File: config.mk
export PLATFORM = sky130hd
export DESIGN_NAME = ram_port_arbiter
export DESIGN_NICKNAME = d
export VERILOG_FILES = /design/src/rtl/ram_port_arbiter.sv
export SDC_FILE = /design/constraint.sdc
export NUM_CORES = 1
export LEC_CHECK = 0
export CAP_MARGIN = 20
export CORE_MARGIN = 5
export CORE_UTILIZATION = 27
export CTS_CLUSTER_SIZE = 8
export DETAILED_ROUTE_END_ITERATION = 7
export PLACE_DENSITY = 0.95
export SLEW_MARGIN = 10
export SYNTH_ARGS = -nofsm -noshare
export SYNTH_HDL_FRONTEND = slang
export SYNTH_SLANG_ARGS = --single-unit
File: constraint.sdc
create_clock -name clock -period 3.32 [get_ports clock]
set_clock_uncertainty 0.1 [all_clocks]
set_input_delay 0.83 -clock clock [delete_from_list [all_inputs] [get_ports clock]]
set_output_delay 0.83 -clock clock [all_outputs]
set_load 0.005 [all_outputs]
File: src/rtl/ram_port_arbiter.sv
// Arbiter sharing one BlockRam port between the CPU and the I/O DMA requester.
// Round-robin on ties, a burst cap under contention, and per-side read-valid return.
module ram_port_arbiter #(
  parameter int ADDR_WIDTH = 16,
  parameter int DATA_WIDTH = 16,
  parameter int MAX_BURST  = 8
) (
  input  logic                  clock,
  input  logic                  reset,
  input  logic                  cpu_req,
  input  logic                  cpu_we,
  input  logic [ADDR_WIDTH-1:0] cpu_addr,
  input  logic [DATA_WIDTH-1:0] cpu_wdata,
  output logic                  cpu_gnt,
  output logic                  cpu_rvalid,
  input  logic                  io_req,
  input  logic                  io_we,
  input  logic [ADDR_WIDTH-1:0] io_addr,
  input  logic [DATA_WIDTH-1:0] io_wdata,
  output logic                  io_gnt,
  output logic                  io_rvalid,
  output logic [DATA_WIDTH-1:0] rdata,
  output logic [ADDR_WIDTH-1:0] mem_addr,
  output logic [DATA_WIDTH-1:0] mem_wdata,
  output logic                  mem_we,
  output logic                  mem_re,
  input  logic [DATA_WIDTH-1:0] mem_q,
  output logic                  busy
);

  localparam int CNT_W = $clog2(MAX_BURST + 1);
  localparam logic [CNT_W-1:0] BURST_MAX = CNT_W'(MAX_BURST);
  localparam logic [CNT_W-1:0] CNT_ONE   = CNT_W'(1);

  typedef enum logic [1:0] {
    ST_IDLE    = 2'd0,
    ST_OWN_CPU = 2'd1,
    ST_OWN_IO  = 2'd2
  } state_t;

  state_t           state_q, state_d;
  logic             last_io_q, last_io_d;
  logic [CNT_W-1:0] burst_q, burst_d;
  logic             cpu_rvalid_q, cpu_rvalid_d;
  logic             io_rvalid_q, io_rvalid_d;

  logic             own_cpu_s, own_io_s;
  logic             cpu_acc_s, io_acc_s;
  logic [CNT_W-1:0] burst_inc_s;
  logic             burst_hit_s;

  assign own_cpu_s   = (state_q == ST_OWN_CPU);
  assign own_io_s    = (state_q == ST_OWN_IO);
  // An access in flight while reset is asserted is dropped at the RAM as well.
  assign cpu_acc_s   = own_cpu_s & cpu_req & reset;
  assign io_acc_s    = own_io_s & io_req & reset;
  assign burst_inc_s = (burst_q == BURST_MAX) ? burst_q : (burst_q + CNT_ONE);
  assign burst_hit_s = (burst_inc_s == BURST_MAX);

  always_comb begin
    state_d      = state_q;
    last_io_d    = last_io_q;
    burst_d      = burst_q;
    cpu_rvalid_d = cpu_acc_s & ~cpu_we;
    io_rvalid_d  = io_acc_s & ~io_we;
    case (state_q)
      ST_IDLE: begin
        burst_d = '0;
        if (cpu_req && (!io_req || last_io_q)) begin
          state_d = ST_OWN_CPU;
        end else if (io_req) begin
          state_d = ST_OWN_IO;
        end else begin
          state_d = ST_IDLE;
        end
      end
      ST_OWN_CPU: begin
        if (!cpu_req) begin
          last_io_d = 1'b0;
          burst_d   = '0;
          state_d   = io_req ? ST_OWN_IO : ST_IDLE;
        end else if (burst_hit_s && io_req) begin
          last_io_d = 1'b0;
          burst_d   = '0;
          state_d   = ST_OWN_IO;
        end else begin
          burst_d = burst_inc_s;
        end
      end
      ST_OWN_IO: begin
        if (!io_req) begin
          last_io_d = 1'b1;
          burst_d   = '0;
          state_d   = cpu_req ? ST_OWN_CPU : ST_IDLE;
        end else if (burst_hit_s && cpu_req) begin
          last_io_d = 1'b1;
          burst_d   = '0;
          state_d   = ST_OWN_CPU;
        end else begin
          burst_d = burst_inc_s;
        end
      end
      default: begin
        state_d = ST_IDLE;
        burst_d = '0;
      end
    endcase
  end

  always_ff @(posedge clock) begin
    if (!reset) begin
      state_q      <= ST_IDLE;
      last_io_q    <= 1'b1;
      burst_q      <= '0;
      cpu_rvalid_q <= 1'b0;
      io_rvalid_q  <= 1'b0;
    end else begin
      state_q      <= state_d;
      last_io_q    <= last_io_d;
      burst_q      <= burst_d;
      cpu_rvalid_q <= cpu_rvalid_d;
      io_rvalid_q  <= io_rvalid_d;
    end
  end

  // Idle port presents the CPU's address/data with both strobes low.
  always_comb begin
    mem_addr  = cpu_addr;
    mem_wdata = cpu_wdata;
    mem_we    = 1'b0;
    mem_re    = 1'b0;
    if (cpu_acc_s) begin
      mem_we = cpu_we;
      mem_re = ~cpu_we;
    end else if (io_acc_s) begin
      mem_addr  = io_addr;
      mem_wdata = io_wdata;
      mem_we    = io_we;
      mem_re    = ~io_we;
    end else begin
      mem_we = 1'b0;
      mem_re = 1'b0;
    end
  end

  assign cpu_gnt    = own_cpu_s;
  assign io_gnt     = own_io_s;
  assign busy       = own_cpu_s | own_io_s;
  assign cpu_rvalid = cpu_rvalid_q;
  assign io_rvalid  = io_rvalid_q;
  assign rdata      = mem_q;

endmodule

==> results.sh, run 1 <==
export IMPL_rsz0062_at_grt="no"
export IMPL_num_vias=1180
export IMPL_ff2ff_setup_slack_ns=1.12
export IMPL_core_area_sq_um=3689
export IMPL_worstMarginPinSlew_ns=0.3411
export IMPL_ys_types=26
export IMPL_io_pin_count=141
export IMPL_clock_path_buffers=2
export IMPL_die_area_sq_um=5181
export IMPL_rows=22
export IMPL_crit_chain="dlygate4sd2_1 -> nand3_2 -> nand2b_4 -> buf_16 -> mux2_2 -> clkdlybuf4s50_1"
export IMPL_crit_type="primary input to primary output"
export IMPL_ys_top_cells_by_area="mux2_2 25%, dfxtp_1 17%, buf_4 12%, mux2_1 9.8%, ha_1 7.2%"
export IMPL_ys_ff_latch=9
export IMPL_die_h_microns=71.98
export IMPL_seq_area_sq_um=180.2
export IMPL_drive_gt1_share_pct=17.97
export IMPL_ir_worst_vdd_uv=261.8
export IMPL_clk_latency_ns=0.24
export IMPL_hp_class="flop to flop"
export IMPL_syn_inst=116
export IMPL_start_util_pct=28.12
export IMPL_r2r_start="burst_q[0]"
export IMPL_multiInputGateArea_sq_um=703.2
export IMPL_antennaDiodeCount=0
export IMPL_final_instance_count_excl_fill=265
export IMPL_cts_tree="yes"
export IMPL_fillerInstances=360
export IMPL_grt_remaining_overflow=0
export IMPL_cp_startpoint="reset"
export IMPL_grt_max_degree=17
export IMPL_p_leak_nw=0.9201
export IMPL_cts_made_buffers=3
export IMPL_final_area_sq_um=2166
export IMPL_final_net_count=310
export IMPL_start_kind="primary input"
export IMPL_post_drt_wl_per_cell_microns=16.04
export IMPL_synth_most_common_cell="mux2_2"
export IMPL_syn_num_nets=208
export IMPL_synth_edf_count=0
export IMPL_synth_largest_area_cell="mux2_2"
export IMPL_synth_top_area_share_pct=24.97
export IMPL_die_width_microns=71.98
export IMPL_finalMaxSlewViolations=0
export IMPL_ys_warn_count=0
export IMPL_via_per_inst=4.453
export IMPL_crit_path_max_incr_delay_ns=0.45
export IMPL_grt_pass1_vias=1261
export IMPL_rr_worst_depth=7
export IMPL_pre_cts_slack_ns=-0.2595
export IMPL_crit_required_ns=2.39
export IMPL_setup_viol=0
export IMPL_placed_cells=259
export IMPL_clkSlewWorstSetupHoldPaths_ns=0.04
export IMPL_critPathCaptureType="primary output"
export IMPL_r2r_end="last_io_q"
export IMPL_worst_path_max_fanout=16
export IMPL_worst_ep_arrival_time_ns=2.29
export IMPL_htree_levels=1
export IMPL_synthArstFlopShare_pct=0
export IMPL_syn_area_sq_um=1037
export IMPL_cts_sinks=9
export IMPL_cp_slowest_cell="clkdlybuf4s50_1"
export IMPL_final_setup_worst_slack_ns=0.1004
export IMPL_cts_root_buf="clkbuf_8"
export IMPL_syn2layout_area_growth_pct=108.8
export IMPL_max_clock_freq_mhz=310.6
export IMPL_drc=0
export IMPL_grt_antenna_before_repair=0
export IMPL_drt_iter0_markers=17
export IMPL_fin_crit_sh_pct=96.98
export IMPL_seq_area_frac_synth_pct=17.37
export IMPL_synth_area_per_cell_sq_um=8.942
export IMPL_grt_usage_pct=15.29
export IMPL_port_buffers=108
export IMPL_hold_viol=0
export IMPL_place_congestion=0.7465
export IMPL_maxCapViolCount=0
export IMPL_synthFlopType="dfxtp_1"
export IMPL_outcome="finished, final reports clean"
export IMPL_first_pass_iters=5
export IMPL_slew_headroom_pct=77.09
export IMPL_worstHoldPathCells=2
export IMPL_hold_slack_ns=0.4616
export IMPL_placed_area_sq_um=2105
export IMPL_detailed_place_hpwl_mm=3.585
export IMPL_drt_wl_total_mm=4.250
export IMPL_cp_endpoint="mem_addr[13]"
export IMPL_grt_pass1_wl_mm=6.196
export IMPL_netlist_top_cells_count="23 x mux2_2, 16 x buf_4, 9 x dfxtp_1, 9 x mux2_1, 8 x inv_1"
export IMPL_p_per_area_nw_per_um2=247.2
export IMPL_antenna_left=0
export IMPL_period_minus_slack_ns=3.220
export IMPL_postCtsHoldBufs=0
-- critical path, delay by kind of cell --
family,cells,cell delay [ns]
buf+inv,3,0.88
mux,1,0.34
simple gates,2,0.24
-- where the power goes --
group	internal, mW	switching, mW
Clock	0.0839	0.0458
Sequential	0.118	0.00755
Combinational	0.184	0.0959
-- worst min path at each step --
| stage | start | to | slack [ns] |
|---|---|---|---|
| 6_report | state_q[1] | state_q[1] | 0.46 |
| 3_5_place_dp | state_q[0] | state_q[0] | 0.46 |
| 2_1_floorplan | state_q[1] | state_q[1] | 0.41 |
| 5_1_grt | state_q[0] | state_q[0] | 0.51 |
| 3_3_place_gp | state_q[0] | state_q[0] | 0.45 |
| 4_1_cts | state_q[1] | state_q[1] | 0.47 |
-- through the flow --
step                      util (%)  power [mW]  TNS [ns]
after CTS                    58.72      0.5425         0
after global placement       57.06      0.4094    -6.766
after floorplan                  -      0.2469         0
final                        58.72      0.5354         0
after global routing         58.72      0.5719         0
after detailed placement     57.06      0.4165    -7.497
-- area by class of cell --
class	count	share of cell area, %
flip-flops and latches	9	8.319
repair buffers	117	52.98
inverters	8	1.386
clock buffers	4	2.080
multi-input cells	79	32.47
well taps	48	2.773
-- registers in the layout, summed over array words and instances (netlist names) --
register / cells
io_rvalid: 1
burst_q: 4
state_q: 2
last_io_q: 1
cpu_rvalid: 1
-- per-layer routing --
metal	share of wire, %	track usage (%)
met5	0	0
met4	1.5	3.549
met3	9.4	6.233
met2	52	27.96
met1	37	16.33
-- cell families (layout without fill, tap and decap cells) --
logic type	Yosys count	count (layout)	synth area share, %
multiplexers	34	34	36.67
buffers and inverters	28	129	16.28
AO/OA/AOI/OAI	11	11	8.202
XOR/XNOR	2	2	1.689
flip-flops	9	9	17.37
AND/OR/NAND/NOR	26	26	12.54
adder cells (fa/ha/maj)	6	6	7.237
-- timing repair --
action | CTS | global route
gates resized for setup | 31 | 0
hold endpoints to repair | 0 | 0
setup buffers | 1 | 0
endpoints found under the setup margin | 34 | 0
-- layout by cell type, fill, tap and decap left out, drive strengths merged, types with 5 or more instances in the layout --
cell type,n
clkdlybuf4s50,81
mux2,32
dlygate4sd2,27
dfxtp,9
buf,9
inv,8
nor2,6
ha,6
nand2,6
a21oi,5
Power figures use the tool's default switching activity.
==> run 2: changes to the inputs <==
Settings changed: ABC_AREA from default to 1, CORE_UTILIZATION 27 to 29.
==> run 2 against run 1 <==
  * Final area grew 11%
  * First-iteration DRC count up 82%
  * Total power increased by 54%
  * Highest routed layer unchanged
  * Wire length rose by 8.9%
==> results.sh, run 2 <==
export IMPL_outcome="finished, final reports clean"
export IMPL_crit_type="primary input to primary output"
export IMPL_synth_largest_area_cell="mux2_4"
export IMPL_synth_most_common_cell="mux2_4"
export IMPL_p_per_area_nw_per_um2=342.3
export IMPL_synth_top_area_share_pct=37.02
export IMPL_use_met3_pct=4.378
export IMPL_critPathCaptureType="primary output"
export IMPL_worstPathBufferInverterCount=5
export IMPL_switching_share_pct=33.08
export IMPL_hold_slack_ns=0.4113
export IMPL_crit_family="buffers and inverters"
export IMPL_grt_pass1_vias=1372
export IMPL_clkSlewWorstSetupHoldPaths_ns=0.04
export IMPL_die_width_microns=73.69
export IMPL_antenna_left=0
export IMPL_use_met2_pct=32.38
export IMPL_die_h_microns=73.69
export IMPL_drt_wl_total_mm=4.629
export IMPL_top_usage_layer="met2"
export IMPL_place_congestion=0.7952
export IMPL_setup_viol=0
export IMPL_use_met1_pct=13.08
export IMPL_power_switching_uw=272.2
export IMPL_grt_remaining_overflow=0
export IMPL_num_vias=1293
export IMPL_syn2layout_area_growth_pct=104.4
export IMPL_final_cell_mix="73 x clkdlybuf4s50_1, 32 x dlygate4sd2_1, 29 x mux2_4, 12 x inv_1, 12 x buf_4"
export IMPL_die_area_sq_um=5429
export IMPL_cts_tree="yes"
export IMPL_largest_reg_flops=4
export IMPL_ys_top_cells_by_area="mux2_4 37%, dfxtp_1 15%, buf_4 10%, ha_1 6.4%, nand3_1 4.3%"
export IMPL_first_pass_iters=4
export IMPL_worstMarginPinSlew_ns=0.2728
export IMPL_cts_sinks=9
export IMPL_ys_types=20
export IMPL_rows=23
export IMPL_htree_levels=1
export IMPL_via_per_inst=4.474
export IMPL_ys_ff_latch=9
export IMPL_drt_iter0_markers=31
export IMPL_synthArstFlopShare_pct=0
export IMPL_synthFlopType="dfxtp_1"
export IMPL_intPower_uw=550.7
export IMPL_grt_pass1_wl_mm=6.368
export IMPL_maxCapViolCount=0
export IMPL_start_util_pct=29.62
export IMPL_syn_num_nets=220
export IMPL_crit_path_max_incr_delay_ns=0.30
export IMPL_regMostFlops="burst_q"
export IMPL_p_leak_nw=1.160
export IMPL_synth_edf_count=0
export IMPL_clockPowerShare_pct=14.8
export IMPL_io_pin_count=141
export IMPL_drc=0
export IMPL_post_drt_wl_per_cell_microns=16.02
export IMPL_clk_latency_ns=0.22
export IMPL_tns_ns=0
export IMPL_netlist_top_cells_count="29 x mux2_4, 16 x buf_4, 13 x inv_1"
export IMPL_cp_slowest_cell="mux2_4"
export IMPL_ff2ff_setup_slack_ns=1.64
export IMPL_placed_cells=276
export IMPL_seq_area_frac_synth_pct=15.32
export IMPL_port_buffers=108
export IMPL_detailed_place_hpwl_mm=3.920
export IMPL_cts_root_buf="clkbuf_8"
export IMPL_crit_chain="clkdlybuf4s15_1 -> inv_2 -> nor3_4 -> nand2_8 -> buf_4 -> buf_12 -> mux2_4 -> dlygate4sd2_1"
export IMPL_top_regs="burst_q: 4 flops, state_q: 2 flops"
export IMPL_pwr_share_comb_pct=67.4
export IMPL_syn_inst=128
export IMPL_synth_area_per_cell_sq_um=9.189
export IMPL_p_total_uw=822.8
export IMPL_final_instance_count_excl_fill=289
export IMPL_hp_class="flop to flop"
export IMPL_postCtsHoldBufs=0
export IMPL_hold_viol=0
export IMPL_grt_max_degree=10
export IMPL_slew_headroom_pct=81.75
export IMPL_finalMaxSlewViolations=0
export IMPL_mostFrequentLayoutCell="clkdlybuf4s50_1"
export IMPL_cts_made_buffers=3
export IMPL_ys_warn_count=0
export IMPL_worst_path_max_fanout=6
export IMPL_drive_gt1_share_pct=24.69
export IMPL_crit_required_ns=2.39
export IMPL_syn_area_sq_um=1176
export IMPL_core_area_sq_um=3971
export IMPL_clock_path_buffers=2
export IMPL_start_kind="primary input"
export IMPL_seqPwrFrac_pct=17.9
export IMPL_grt_antenna_before_repair=0
export IMPL_fin_crit_sh_pct=98.67
export IMPL_ir_worst_vdd_uv=143.1
export IMPL_utilization_pct=60.52
export IMPL_final_net_count=332
export IMPL_grt_usage_pct=15.22
export IMPL_period_minus_slack_ns=3.276
export IMPL_max_clock_freq_mhz=305.3
export IMPL_antennaDiodeCount=0
export IMPL_worst_ep_arrival_time_ns=2.35
==> run 2: changes by cell type after synthesis, sizes merged, moves of 3 or more <==
cell / change
nor2: +3
nand3: +6
o21ai: +5
inv: +6
nand2: +6
==> run 2: metal layers <==
layer  up-vias  share of wire [%]
met5         -                  0
met4         0                1.2
met3         4                7.2
met2        49                 60
met1       595                 32
li1        645                  -
==> run 2: final timing paths <==
check | cells past startpoint | to | startpoint
setup / recovery | 8 | mem_wdata[5] | io_req
hold / removal | 2 | last_io_q | last_io_q
setup reg to reg | 10 | state_q[1] | burst_q[0]
hold reg to reg | 2 | last_io_q | last_io_q
==> run 2: logic make-up after synthesis <==
group                    after synthesis  synth area share, %
flip-flops                             9                15.32
AND/OR/NAND/NOR                       35                14.57
multiplexers                          32                39.89
adder cells (fa/ha/maj)                6                6.383
AO/OA/AOI/OAI                         13                6.277
buffers and inverters                 33                17.55
==> run 2: final cells by class <==
type | instances | area (sq um)
clock buffers | 4 | 45.04
fillers | 348 | 1568
inverters | 14 | 52.55
multi-input cells | 86 | 808.3
flip-flops and latches | 9 | 180.2
well taps | 50 | 62.56
repair buffers | 126 | 1255
==> run 2: what timing repair did <==
action                                  4_1_cts  5_1_grt
endpoints found under the setup margin       33       13
cloned                                        2        0
pin swaps                                     2        2
resized for setup                            40        7
setup buffers                                 4        3
==> run 2: power by group through the flow <==
stage          logic [mW]  clock network (mW)  registers [mW]
2_1_floorplan       0.274                   0           0.145
3_3_place_gp        0.517                   0           0.147
3_5_place_dp        0.532                   0           0.149
4_1_cts             0.538               0.124           0.148
5_1_grt             0.604               0.130           0.152
6_report            0.554               0.121           0.147
==> run 2: per-stage QoR <==
step,setup WS (ns),instance area [sq um]
6_report,0.04412,2404
5_1_grt,-0.01660,2404
4_1_cts,-0.03250,2352
3_5_place_dp,-0.2671,2246
3_3_place_gp,-0.2378,2246
2_1_floorplan,0.7650,1176
==> run 2: worst min-delay path, stage by stage (launching register included) <==
cell and delay (ns):
dfxtp_1 0.32, nand2_1 0.07, nand3_1 0.06
